===== src/rtl/fsm_debounce_pkg.sv =====
// Shared definitions for the debounce front end: FSM state encoding and
// legal parameter bounds.
package fsm_debounce_pkg;

  typedef enum logic [1:0] {
    STABLE_LOW  = 2'b00,
    PEND_HIGH   = 2'b01,
    STABLE_HIGH = 2'b11,
    PEND_LOW    = 2'b10
  } db_state_t;

  localparam int unsigned SYNC_STAGES_MIN     = 2;
  localparam int unsigned SYNC_STAGES_MAX     = 4;
  localparam int unsigned DEBOUNCE_CYCLES_MIN = 2;
  localparam int unsigned GLITCH_W_MIN        = 1;

endpackage


===== src/rtl/sync_ff_chain.sv =====
// Plain flop chain that brings an asynchronous input into the clk domain.
module sync_ff_chain
  import fsm_debounce_pkg::*;
#(
  parameter int unsigned SYNC_STAGES = 2
) (
  input  logic clk,
  input  logic rst,
  input  logic d,
  output logic q
);

  if (SYNC_STAGES < SYNC_STAGES_MIN || SYNC_STAGES > SYNC_STAGES_MAX) begin : g_bad_stages
    $error("sync_ff_chain: SYNC_STAGES out of range");
  end

  logic [SYNC_STAGES-1:0] chain;

  always_ff @(posedge clk or negedge rst) begin
    if (!rst) chain <= '0;
    else      chain <= {chain[SYNC_STAGES-2:0], d};
  end

  assign q = chain[SYNC_STAGES-1];

endmodule


===== src/rtl/fsm_debounce_sync.sv =====
// Synchronises a raw input and debounces it with a 4-state FSM; reports an
// open debounce window and counts aborted windows (saturating).
module fsm_debounce_sync
  import fsm_debounce_pkg::*;
#(
  parameter int unsigned SYNC_STAGES     = 2,
  parameter int unsigned DEBOUNCE_CYCLES = 16,
  parameter int unsigned GLITCH_W        = 8,
  localparam int unsigned CNT_W          = $clog2(DEBOUNCE_CYCLES)
) (
  input  logic                clk,
  input  logic                rst,
  input  logic                din_raw,
  output logic                dout,
  output logic                busy,
  output logic [GLITCH_W-1:0] glitch_cnt
);

  if (DEBOUNCE_CYCLES < DEBOUNCE_CYCLES_MIN || GLITCH_W < GLITCH_W_MIN) begin : g_bad_params
    $error("fsm_debounce_sync: parameter below legal minimum");
  end

  localparam logic [CNT_W-1:0] CNT_LAST = CNT_W'(DEBOUNCE_CYCLES - 1);

  logic             s;
  db_state_t        state, state_n;
  logic [CNT_W-1:0] cnt, cnt_n;
  logic             dout_n, busy_n, glitch_hit;
  logic [GLITCH_W-1:0] glitch_n;

  sync_ff_chain #(.SYNC_STAGES(SYNC_STAGES)) u_sync (
    .clk (clk),
    .rst (rst),
    .d   (din_raw),
    .q   (s)
  );

  always_ff @(posedge clk or negedge rst) begin
    if (!rst) begin
      state      <= STABLE_LOW;
      cnt        <= '0;
      dout       <= 1'b0;
      busy       <= 1'b0;
      glitch_cnt <= '0;
    end else begin
      state      <= state_n;
      cnt        <= cnt_n;
      dout       <= dout_n;
      busy       <= busy_n;
      glitch_cnt <= glitch_n;
    end
  end

  always_comb begin
    state_n    = state;
    cnt_n      = cnt;
    dout_n     = dout;
    glitch_hit = 1'b0;
    case (state)
      STABLE_LOW: if (s) begin
        state_n = PEND_HIGH;
        cnt_n   = CNT_W'(1);
      end
      PEND_HIGH: begin
        if (!s) begin
          state_n    = STABLE_LOW;
          cnt_n      = '0;
          glitch_hit = 1'b1;
        end else if (cnt == CNT_LAST) begin
          state_n = STABLE_HIGH;
          dout_n  = 1'b1;
          cnt_n   = '0;
        end else begin
          cnt_n = cnt + 1'b1;
        end
      end
      STABLE_HIGH: if (!s) begin
        state_n = PEND_LOW;
        cnt_n   = CNT_W'(1);
      end
      PEND_LOW: begin
        if (s) begin
          state_n    = STABLE_HIGH;
          cnt_n      = '0;
          glitch_hit = 1'b1;
        end else if (cnt == CNT_LAST) begin
          state_n = STABLE_LOW;
          dout_n  = 1'b0;
          cnt_n   = '0;
        end else begin
          cnt_n = cnt + 1'b1;
        end
      end
      default: begin
        state_n = STABLE_LOW;
        cnt_n   = '0;
        dout_n  = 1'b0;
      end
    endcase

    // busy is registered from the next state so it lines up with state itself
    busy_n   = (state_n == PEND_HIGH) || (state_n == PEND_LOW);
    glitch_n = (glitch_hit && (glitch_cnt != '1)) ? glitch_cnt + 1'b1 : glitch_cnt;
  end

endmodule


===== config.mk =====
export PLATFORM = sky130hd
export DESIGN_NAME = fsm_debounce_sync
export DESIGN_NICKNAME = d
export VERILOG_FILES = /design/src/rtl/fsm_debounce_pkg.sv /design/src/rtl/sync_ff_chain.sv /design/src/rtl/fsm_debounce_sync.sv
export SDC_FILE = /design/constraint.sdc
export NUM_CORES = 1
export LEC_CHECK = 0
export CORE_UTILIZATION = 57
export CTS_BUF_LIST = sky130_fd_sc_hd__clkbuf_16
export DETAILED_ROUTE_END_ITERATION = 10
export PLACE_DENSITY = 0.93
export RECOVER_POWER = 50
export SLEW_MARGIN = 30
export SYNTH_ARGS = -nofsm -noshare
export SYNTH_HDL_FRONTEND = slang
export SYNTH_SLANG_ARGS = --single-unit

===== constraint.sdc =====
create_clock -name clk -period 2.6 [get_ports clk]
set_input_delay 0.78 -clock clk [delete_from_list [all_inputs] [get_ports clk]]
set_output_delay 0.78 -clock clk [all_outputs]
set_load 0.02 [all_outputs]

==> results.txt <==
Max-cap violations: 0
Grt met2 use: 36.4%
Sum Neg Setup Slack: 0 ns
Power density over the cells: 1180 nW/um^2
Drt first pass iters: 7
I/O pin count: 13
DRT iter0 DRCs: 17
Post-synth EDFFs: 0
Failing checks: design-rule violations
Least-Margin Pin Slew: 0.926 ns
Leading cell type in the layout, fill and taps excluded: dfrtp_1
Post-synth ARST share: 100%
Net Count, Synth: 100
Chip width: 43.4 um
Hold Crit Class: reg2reg
Final wirelength: 1740 um
Skew final: 0.00237 ns
Total CTS buffers: 3
Antenna viol nets, final: 0
Total power: 1400 uW
Via/cell ratio: 5.88
Drt drc: 6
Clk sinks: 18
Worst-path fanout max: 6
Mapped cell area: 975 sq um
Clock-pin slew on the worst setup and hold paths: 0.05 ns
Vias in the first global route: 699
Via count: 711
Worst path slowest cell: clkdlybuf4s50_1
Unrepaired setup endpoints after global routing: no
Slew Viols, Final: 0
Setup Fix Bufs, Post-CTS: 0
Cell count after synthesis: 90
Wire length per cell: 14.4 um
Post-synthesis register bit count: 18
H-tree depth: 1
Worst stage delay on the critical path: 0.64 ns
Die area: 1880 sq um
P_leak: 0.000531 uW
Most Crowded Layer GR: met2
Clock period minus worst slack: 2.12 ns
Row cnt: 14
Clock Tree Root: clkbuf_16
Crit Path Category: reg2out
Worst endpoint required time: 1.82 ns
Met3 GRT Util: 7.92%
Syn_area_per_cell: 10.8 sq um
CTS resizes: 0
Crit path capture type: primary output
Crit path buf inv count: 1
Cell Chain, Critical Path: clkdlybuf4s50_1
Die extent in y: 43.4 um
# setup viols final: 0
Final hold vios: 0
DPL Wire Length: 1230 um
Net count, final: 117
Relative slew slack: 38.2%
Status: finished, violations left
First-pass GRT wire length: 3000 um
Total GRT Usage: 22.1%
Area Overhead vs Synth: 21.3%
Arrival @ worst endpoint: 1.34 ns
Part of the Yosys area used for sequential elements: 46.2%
Global routing usage on met1: 26.4%
Port-buffer cells: 12
Ys Warns: 0
TritonCTS clock tree: done
Core ar.: 1560 sq um
Clk_lat worst skew: 0.25 ns
Worst VDD drop: 0.789 mV
Most frequent cells in the layout: 18 x dfrtp_1, 10 x clkdlybuf4s50_1, 8 x o21ai_0
Ratio of cells with drive above 1 in the final layout: 5.71%
GPL Wtd Cong: 0.838
Top_reg_cell synth: dfrtp_1
Achievable Freq: 472 MHz
Period Utilization, post-route: 81.5%
Initial antenna violation count: 0
Largest net degree at the start of global routing: 19
Antenna cells: 0
Remaining Overflow, GRT: 0
Startpoint types: register
Cell family with most CP delay: buffers and inverters
Clock buffer depth: 2
Initial Util: 62.5%
Cts hold-fix bufs: 0
Number of distinct library cells after synthesis: 30
==> state kept, by name (all words and copies together), names as in the netlist <==
register and flops:
glitch_cnt 8, dout 1, busy 1, cnt 4, u_sync.chain 2, state 2
==> stage by stage <==
step                      cells  instance area (sq um)  hold WS, ns  utilization [%]  setup WS (ns)
after floorplan              90                    975        0.331                -          0.968
after detailed placement    118                   1110        0.337             71.3          0.739
after global placement      118                   1110        0.336             71.3          0.741
after global routing        121                   1180        0.368             75.8          0.444
after CTS                   121                   1190        0.348             76.1          0.474
final                       121                   1180        0.347             75.8          0.480
==> routing by layer <==
layer | vias up | routed length [um]
li1 | 352 | -
met1 | 340 | 778
met2 | 14 | 863
met3 | 5 | 71
met4 | 0 | 23
met5 | - | 0
==> cells by family (layout without fill, tap and decap cells) <==
kind of cell               count (synthesis)  count (layout)  synth area share (%)
AOI/OAI and AO/OA                         20              20                  15.7
xor gates and xnor gates                   8               8                  7.19
adders and majority gates                  7               7                  8.99
buffers and inverters                      8              23                  3.85
DFF                                       18              18                  46.2
muxes                                      4               4                  4.24
and+or+nand+nor                           25              25                  13.9
==> Yosys cell counts, types with 2 or more instances <==
cell type,instances,area (sq um)
o21a_1,2,15.0
and3_1,2,12.5
o21ai_0,8,40.0
nor2_1,3,11.3
and4_1,2,17.5
nand3_1,6,30.0
xor2_1,3,26.3
xnor2_1,5,43.8
mux2i_1,3,30.0
dfrtp_1,18,450
ha_1,7,87.6
inv_1,7,26.3
nand4_1,3,18.8
nand2_1,5,18.8
==> area by class of cell <==
cell class / instances / area, sq um
multi-input cells: 64 / 487
flip-flops and latches: 18 / 450
fillers: 99 / 377
repair buffers: 13 / 124
clock buffers: 3 / 75.1
inverters: 7 / 26.3
well taps: 16 / 20.0
==> final timing paths <==
check / start / endpoint / slack, ns / depth (start not counted)
worst max register to register: state[0] / glitch_cnt[1] / 0.75 / 5
worst min-delay path: u_sync.chain[0] / u_sync.chain[1] / 0.35 / 0
max in group asynchronous: rst / glitch_cnt[0] / 0.83 / 2
min in group asynchronous: rst / glitch_cnt[4] / 1.20 / 2
worst max-delay path: glitch_cnt[2] / glitch_cnt[2] / 0.48 / 1
worst min register to register: u_sync.chain[0] / u_sync.chain[1] / 0.35 / 0
==> power by group <==
part	switching, uW	internal [uW]
registers	93.7	371
clock network	93.0	202
logic	347	290
Note: power is estimated with default switching activity, not from simulation.
